File: src/rtl/drac_pkg.sv
// drac_pkg
//   Shared definitions for the tile reset controller: global and per-hart
//   FSM state encodings, and the legal ranges of the controller parameters.
package drac_pkg;

    typedef enum logic [1:0] {
        G_WAKE    = 2'd0,
        G_STAGGER = 2'd1,
        G_RUN     = 2'd2
    } glb_state_e;

    typedef enum logic [1:0] {
        H_HOLD = 2'd0,
        H_RUN  = 2'd1,
        H_SRST = 2'd2
    } hart_state_e;

    localparam int NHARTS_MIN       = 1;
    localparam int NHARTS_MAX       = 8;
    localparam int WAKE_CNT_W_MIN   = 2;
    localparam int WAKE_CNT_W_MAX   = 24;
    localparam int STAGGER_MIN      = 1;
    localparam int STAGGER_MAX      = 255;
    localparam int SOFT_RST_MIN     = 1;
    localparam int SOFT_RST_MAX     = 255;

endpackage

File: src/rtl/drac_hart_rst_fsm.sv
// drac_hart_rst_fsm
//   Reset sequencer for one hart: waits for the global release, then serves
//   soft-reset requests by holding the hart in reset for SoftRstCycles cycles.
//   Ports:
//     clk_i          clock
//     reset_l        async active-low reset
//     release_i      one-cycle power-on release strobe from the global FSM
//     soft_rst_req_i soft-reset request level (rising edge acts)
//     hart_rstn_o    registered active-low hart reset
//     soft_rst_ack_o one-cycle pulse when a soft reset completes
//
//   state  | meaning
//   H_HOLD | held in reset after power-on, waiting for release_i
//   H_RUN  | hart running, soft-reset requests accepted
//   H_SRST | soft reset in progress, counting down
module drac_hart_rst_fsm
    import drac_pkg::*;
#(
    parameter int SoftRstCycles = 8
) (
    input  logic clk_i,
    input  logic reset_l,
    input  logic release_i,
    input  logic soft_rst_req_i,
    output logic hart_rstn_o,
    output logic soft_rst_ack_o
);

    localparam int CNT_W = $clog2(SoftRstCycles + 1);
    localparam logic [CNT_W-1:0] CNT_LOAD = CNT_W'(SoftRstCycles - 1);
    localparam logic [CNT_W-1:0] CNT_ONE  = 1;

    hart_state_e      state_q, state_d;
    logic [CNT_W-1:0] cnt_q, cnt_d;
    logic             req_q;
    logic             rstn_q, rstn_d;
    logic             ack_q, ack_d;
    logic             req_rise;

    assign req_rise = soft_rst_req_i & ~req_q;

    always_comb begin
        state_d = state_q;
        cnt_d   = cnt_q;
        ack_d   = 1'b0;
        case (state_q)
            H_HOLD: begin
                if (release_i) state_d = H_RUN;
            end
            H_RUN: begin
                if (req_rise) begin
                    state_d = H_SRST;
                    cnt_d   = CNT_LOAD;
                end
            end
            H_SRST: begin
                if (cnt_q == '0) begin
                    state_d = H_RUN;
                    ack_d   = 1'b1;
                end else begin
                    cnt_d = cnt_q - CNT_ONE;
                end
            end
            default: state_d = H_HOLD;
        endcase
        // Output flop follows the next state so the release lands on the
        // same edge as the state change.
        rstn_d = (state_d == H_RUN);
    end

    always_ff @(posedge clk_i or negedge reset_l) begin
        if (!reset_l) begin
            state_q <= H_HOLD;
            cnt_q   <= '0;
            req_q   <= 1'b0;
            rstn_q  <= 1'b0;
            ack_q   <= 1'b0;
        end else begin
            state_q <= state_d;
            cnt_q   <= cnt_d;
            req_q   <= soft_rst_req_i;
            rstn_q  <= rstn_d;
            ack_q   <= ack_d;
        end
    end

    assign hart_rstn_o    = rstn_q;
    assign soft_rst_ack_o = ack_q;

endmodule

File: src/rtl/drac_tile_rst_ctrl.sv
// drac_tile_rst_ctrl
//   Tile reset controller: after reset_l deassertion waits 2^(WakeCntWidth-1)
//   cycles, then releases the harts one by one StaggerCycles apart. Each hart
//   can afterwards be soft-reset independently.
//   Ports:
//     clk_i          clock
//     reset_l        async active-low reset
//     spc_grst_l     registered copy of reset_l
//     hart_rstn_o    per-hart active-low core reset
//     soft_rst_req_i per-hart soft-reset request
//     soft_rst_ack_o per-hart soft-reset completion pulse
//     all_awake_o    every hart released since power-on
//
//   state     | meaning
//   G_WAKE    | wake-up counter running, all harts held
//   G_STAGGER | releasing harts 1..NHarts-1 at StaggerCycles spacing
//   G_RUN     | all harts released; terminal until reset
module drac_tile_rst_ctrl
    import drac_pkg::*;
#(
    parameter int NHarts        = 1,
    parameter int WakeCntWidth  = 16,
    parameter int StaggerCycles = 4,
    parameter int SoftRstCycles = 8
) (
    input  logic              clk_i,
    input  logic              reset_l,
    output logic              spc_grst_l,
    output logic [NHarts-1:0] hart_rstn_o,
    input  logic [NHarts-1:0] soft_rst_req_i,
    output logic [NHarts-1:0] soft_rst_ack_o,
    output logic              all_awake_o
);

    if (NHarts < NHARTS_MIN || NHarts > NHARTS_MAX) begin : g_bad_nharts
        $error("drac_tile_rst_ctrl: NHarts out of range");
    end
    if (WakeCntWidth < WAKE_CNT_W_MIN || WakeCntWidth > WAKE_CNT_W_MAX) begin : g_bad_wake
        $error("drac_tile_rst_ctrl: WakeCntWidth out of range");
    end
    if (StaggerCycles < STAGGER_MIN || StaggerCycles > STAGGER_MAX) begin : g_bad_stagger
        $error("drac_tile_rst_ctrl: StaggerCycles out of range");
    end
    if (SoftRstCycles < SOFT_RST_MIN || SoftRstCycles > SOFT_RST_MAX) begin : g_bad_soft
        $error("drac_tile_rst_ctrl: SoftRstCycles out of range");
    end

    localparam int STG_W = $clog2(StaggerCycles + 1);
    localparam int IDX_W = 4;
    localparam logic [STG_W-1:0]        STG_LOAD = STG_W'(StaggerCycles - 1);
    localparam logic [STG_W-1:0]        STG_ONE  = 1;
    localparam logic [IDX_W-1:0]        IDX_ONE  = 1;
    localparam logic [IDX_W-1:0]        IDX_LAST = IDX_W'(NHarts - 1);
    localparam logic [WakeCntWidth-1:0] WAKE_ONE = 1;

    glb_state_e              glb_q, glb_d;
    logic [WakeCntWidth-1:0] wake_cnt_q, wake_cnt_d;
    logic [STG_W-1:0]        stg_cnt_q, stg_cnt_d;
    logic [IDX_W-1:0]        idx_q, idx_d;
    logic                    all_awake_q, all_awake_d;
    logic                    grst_q;
    logic                    wake_done;
    logic [NHarts-1:0]       release_vec;

    // Saturates once the MSB is set; that MSB is the wake-done flag.
    assign wake_done  = wake_cnt_q[WakeCntWidth-1];
    assign wake_cnt_d = wake_done ? wake_cnt_q : wake_cnt_q + WAKE_ONE;

    always_comb begin
        glb_d       = glb_q;
        stg_cnt_d   = stg_cnt_q;
        idx_d       = idx_q;
        all_awake_d = all_awake_q;
        release_vec = '0;
        case (glb_q)
            G_WAKE: begin
                if (wake_done) begin
                    release_vec[0] = 1'b1;
                    if (NHarts == 1) begin
                        glb_d       = G_RUN;
                        all_awake_d = 1'b1;
                    end else begin
                        glb_d     = G_STAGGER;
                        idx_d     = IDX_ONE;
                        stg_cnt_d = STG_LOAD;
                    end
                end
            end
            G_STAGGER: begin
                if (stg_cnt_q == '0) begin
                    for (int i = 0; i < NHarts; i++) begin
                        if (idx_q == IDX_W'(i)) release_vec[i] = 1'b1;
                    end
                    if (idx_q == IDX_LAST) begin
                        glb_d       = G_RUN;
                        all_awake_d = 1'b1;
                    end else begin
                        idx_d     = idx_q + IDX_ONE;
                        stg_cnt_d = STG_LOAD;
                    end
                end else begin
                    stg_cnt_d = stg_cnt_q - STG_ONE;
                end
            end
            G_RUN: ;
            default: glb_d = G_WAKE;
        endcase
    end

    always_ff @(posedge clk_i or negedge reset_l) begin
        if (!reset_l) begin
            glb_q       <= G_WAKE;
            wake_cnt_q  <= '0;
            stg_cnt_q   <= '0;
            idx_q       <= '0;
            all_awake_q <= 1'b0;
            grst_q      <= 1'b0;
        end else begin
            glb_q       <= glb_d;
            wake_cnt_q  <= wake_cnt_d;
            stg_cnt_q   <= stg_cnt_d;
            idx_q       <= idx_d;
            all_awake_q <= all_awake_d;
            grst_q      <= 1'b1;
        end
    end

    for (genvar g = 0; g < NHarts; g++) begin : g_hart
        drac_hart_rst_fsm #(
            .SoftRstCycles(SoftRstCycles)
        ) u_hart (
            .clk_i         (clk_i),
            .reset_l       (reset_l),
            .release_i     (release_vec[g]),
            .soft_rst_req_i(soft_rst_req_i[g]),
            .hart_rstn_o   (hart_rstn_o[g]),
            .soft_rst_ack_o(soft_rst_ack_o[g])
        );
    end

    assign spc_grst_l  = grst_q;
    assign all_awake_o = all_awake_q;

endmodule

File: config.mk
export PLATFORM = sky130hd
export DESIGN_NAME = drac_tile_rst_ctrl
export DESIGN_NICKNAME = d
export VERILOG_FILES = /design/src/rtl/drac_pkg.sv /design/src/rtl/drac_hart_rst_fsm.sv /design/src/rtl/drac_tile_rst_ctrl.sv
export SDC_FILE = /design/constraint.sdc
export NUM_CORES = 1
export LEC_CHECK = 0
export BUFFER_PORTS_ARGS = -buffer_cell sky130_fd_sc_hd__buf_2
export CAP_MARGIN = 40
export CORE_UTILIZATION = 30
export CTS_CLUSTER_SIZE = 24
export DETAILED_ROUTE_END_ITERATION = 8
export PLACE_DENSITY = 0.55
export SLEW_MARGIN = 10
export SYNTH_ARGS = -nofsm -noshare
export SYNTH_HDL_FRONTEND = slang
export SYNTH_SLANG_ARGS = --single-unit
File: constraint.sdc
create_clock -name clk_i -period 2.35 [get_ports clk_i]
set_input_delay 0.705 -clock clk_i [delete_from_list [all_inputs] [get_ports clk_i]]
set_output_delay 0.705 -clock clk_i [all_outputs]
set_load 0.01 [all_outputs]
==> results.md <==
- The flow ran to the end, and the final reports show no timing, DRC or antenna violations.
- The critical path is of the reg -> reg type.
- The sequential cells in the finished layout cover a total of between 700 and 800 um2.
- The synthesized netlist devotes under 10% of its cell area to XOR and XNOR gates.
- For this run, the slowest stage of the critical path takes about 0.50 ns.
- The remaining max-slew budget at the tightest pin is 58.8%.
- The share of layout cells above drive strength 1 is about an eighth.
- The number of inserted diodes is 0.
- The library cells used most frequently in the layout, excluding fill and tap cells, are sky130_fd_sc_hd__dfrtp_1 (28), sky130_fd_sc_hd__inv_1 (10), sky130_fd_sc_hd__xnor2_1 (7), sky130_fd_sc_hd__xor2_1 (7).
- The synthesized netlist devotes between 10% and 20% of its cell area to simple gates.
- The completed layout was analyzed and its total power is 1.07 mW.
- The number of hold violations in the final report was 0.
- From bottom edge to top edge, the die measures 68.1 um.
- The number of I/O pins is 7.
- TritonCTS built the clock tree.
- Max-cap violations in this run came to 0.
- The remaining number of nets flagged by the antenna check after routing is 0.
- The first global-routing pass estimated roughly 3800 um of wire.
- The post-cts repair resize count is 0.
- Setup violations remaining at the end of the flow were counted as 0.
- The overflow left after global routing is 0.
- The internal reg-to-reg setup slack is roughly 0.46 ns.
- The final critical path takes up approximately 80% of the cycle.
- The maximum clock skew at final layout is roughly 0.0036 ns.
- After Yosys synthesis, full adders, half adders and majority gates account for 5.74% of the synthesized area.
- The detailed placement HPWL is approximately 1600 um.
- The worst-case vdd ir drop is 0.281 mV.
- The number of global-route vias before repair is 867.
- Once layout is done, the placed cells without fillers occupy between 1000 and 1500 um2.
- The worst register-to-register path has a depth of 6.
- In this run switching power makes up 24.2% of total power.
- The largest fanout on the critical path is 7.
- The cell area that synthesis handed to floorplanning was 1310 um2.
- Combinational logic burns 13.2% of the power.
- Of the total power, registers draw 51.8%.
- Internal power comes to between 0.8 and 0.9 mW.
- The critical path's slowest cell is sky130_fd_sc_hd__or3b_1.
- The final count of pins violating max slew is 0.
- The first-pass iteration count of the detailed router is 4.
- In the post-route analysis, the smallest setup slack over all paths is 0.461 ns.
- The worst min-delay path category is in -> async.
- CTS saw 28 sinks.
- The dominant combinational cell family by area after synthesis is simple AND/OR/NAND/NOR gates.
- Data arrives at the worst endpoint at just over 2 ns.
- The cell count after synthesis is ~120.
- The count of unique library cells instantiated by Yosys is 35.
- The sort of element at the start of the critical path is a flop.
- Leaving out fill and tap cells, the most frequent cell in the layout is sky130_fd_sc_hd__dfrtp_1.
- After synthesis, the share of cell area in mux cells is less than 1%.
- The average instance in the mapped netlist occupies about 11 um2.
- Clock-pin slew was measured on the worst setup and hold paths at roughly 0.090 ns.
- The congestion estimate from routability-driven global placement came to around 0.74.
- In the final layout, the multi-input gates occupy 559 um2.
- For the pin with the worst max-slew slack, the measured transition is a little over 0.6 ns.
- Static timing analysis puts the maximum clock frequency at about 530 MHz.
- The clock network fraction of design power is a little over a third.
- The worst setup path is captured at a flop.
- For this run, the number of Yosys warnings is 0.
- The top flip-flop cell by instance count after synthesis is sky130_fd_sc_hd__dfrtp_1.
- The initial antenna violation count came to 0.
- The buffers inserted during post-CTS setup optimization is 0.
- The part of the Yosys area used for sequential elements is 53.5%.
- Using the TritonRoute via totals, the vias-per-cell ratio works out to a little under 5.
- Walking the worst path, the cells encountered are inv_1, ha_1, or3b_1, a221oi_4, nor3_2, a311oi_2.
- The floorplan core area is roughly 4100 um2.
- The synthesized design contains 28 register bits.
- The growth of design area from synthesis to finish is 11.7%.
- In this run the deepest clock path goes through 2 buffers.
- For this run, design rule violations remaining after detail routing come to 0.
- Measured along the x axis, the die boundary spans between 60 and 70 um.
- Hold repair after CTS inserted 0 buffers.
- When the netlist entered floorplanning its net count stood at 124.
- The fill cell total of the finished layout is approximately 420.
- In the synthesized netlist the async set-or-reset flop fraction comes to 100%.
- The floorplan has 23 rows.
- The worst register-to-register path ends at g_hart[0].u_hart.hart_rstn_o.
- The starting density of the core is about a third.
- The number of clock buffers inserted by TritonCTS is 3.
- CTS built an H-tree with a depth of 1.
- The compound-gate portion of the synthesized area is between 9 and 10%.
- Entering global routing, the biggest net connects 29 pins.
- The setup TNS is 0 ns.
- The total number of vias is between 800 and 900.
- The count of flip-flops with a built-in enable after synthesis is 0.
- The leakage power summed over all cells is 0.664 nW.
- In the final routed layout, each cell accounts on average for ~13 um.
- Global routing consumed, over all layers together, between 10% and 20% of the routing resources.
- The floorplan step defined a die boundary enclosing around 4600 um2.
- Setup repair after global routing left no endpoint under its margin.
- The power per cell area is approximately 730 nW/um2.
- The root buffer selected by CTS is sky130_fd_sc_hd__clkbuf_8.
- The placed instances occupy a cell area of 1390 um2.
- The final critical-path required period is 1.89 ns.
- The total detailed-routing wirelength is ~2200 um.
- The count of nets after finishing is 134.
- For this block, the initial DRC count from the detailed router was 20.
- At the worst endpoint, the required time is between 2 and 3 ns.
- In this run the critical register-to-register path is launched from g_hart[0].u_hart.cnt_q[0].
- Before CTS, the worst setup slack after placement is between 0.4 and 0.5 ns.
- The analysis attributes to net switching a power of ~0.26 mW.
- The later-pin clock latency in the skew report is 0.27 ns.
- The count of input and output buffers is 6.
==> per-layer routing <==
| layer | up-vias | part of all wire (%) | track usage [%] |
|---|---|---|---|
| li1 | 414 | - | - |
| met1 | 416 | 51 | 14.0 |
| met2 | 6 | 46 | 18.4 |
| met3 | 2 | 1.9 | 1.50 |
| met4 | 0 | 1.2 | 3.91 |
| met5 | - | 0 | 0 |
==> power groups by stage <==
stage	Sequential, mW	Combinational, mW	Clock (mW)
after floorplan	0.553	0.112	0
after global placement	0.559	0.138	0
after detailed placement	0.563	0.143	0
after CTS	0.554	0.143	0.387
after global routing	0.561	0.159	0.410
final	0.555	0.142	0.375
==> Yosys cell counts, drive strengths merged, types with 2 or more instances <==
| master | n | area, um2 |
|---|---|---|
| a21oi | 2 | 10.0 |
| nor3 | 6 | 35.0 |
| ha | 6 | 75.1 |
| nand2 | 6 | 22.5 |
| inv | 10 | 37.5 |
| xor2 | 7 | 61.3 |
| nor2 | 5 | 18.8 |
| dfrtp | 28 | 701 |
| nor2b | 2 | 12.5 |
| or2 | 3 | 18.8 |
| nand3b | 2 | 15.0 |
| nand2b | 2 | 12.5 |
| a31oi | 2 | 12.5 |
| nand3 | 4 | 20.0 |
| xnor2 | 7 | 61.3 |
| nand4 | 6 | 37.5 |
==> layout make-up <==
cell class | count | share of cell area (%)
inverters | 10 | 2.57
clock inverters | 1 | 2.05
repair buffers | 6 | 2.05
multi-input cells | 76 | 38.3
flip-flops and latches | 28 | 47.9
clock buffers | 3 | 2.83
well taps | 50 | 4.28
==> how the worst max path moves through the flow <==
stage,cells past startpoint,end,start
final,6,g_hart[0].u_hart.hart_rstn_o,g_hart[0].u_hart.cnt_q[0]
after global routing,6,g_hart[0].u_hart.hart_rstn_o,g_hart[0].u_hart.cnt_q[1]
after CTS,6,g_hart[0].u_hart.hart_rstn_o,g_hart[0].u_hart.cnt_q[1]
after detailed placement,6,g_hart[0].u_hart.hart_rstn_o,g_hart[0].u_hart.cnt_q[1]
after global placement,6,g_hart[0].u_hart.hart_rstn_o,g_hart[0].u_hart.cnt_q[0]
after floorplan,7,g_hart[0].u_hart.hart_rstn_o,g_hart[0].u_hart.cnt_q[0]
==> registers in the layout (all words and copies together) (netlist names) <==
| name | cells |
|---|---|
| g_hart.u_hart.soft_rst_ack_o | 1 |
| g_hart.u_hart.cnt_q | 4 |
| g_hart.u_hart.req_q | 1 |
| all_awake_o | 1 |
| g_hart.u_hart.state_q | 2 |
| wake_cnt_q | 16 |
| glb_q | 1 |
| spc_grst_l | 1 |
| g_hart.u_hart.hart_rstn_o | 1 |
==> critical path, delay by kind of cell (launching register included) <==
family | cells | cell delay (ns)
buf+inv | 1 | 0.07
flops | 1 | 0.43
compound gates | 2 | 0.52
simple gates | 2 | 0.59
fa+ha+maj | 1 | 0.20
==> kinds of logic (layout without fill, tap and decap cells) <==
logic type	count (synthesis)	count (layout)
fa+ha+maj	6	6
compound gates	14	14
buf+inv	11	20
other cells	1	1
xor+xnor	14	14
simple gates	40	40
flops	28	28
mux	1	1
==> metrics by stage <==
step                      util (%)  hold slack (ns)  cells
after floorplan                  -            0.409    115
after global placement        34.0            0.457    170
after detailed placement      34.0            0.449    170
after CTS                     35.8            0.468    174
after global routing          35.8            0.483    174
final                         35.8            0.438    174
No activity file was read; power rests on OpenSTA's default activity.
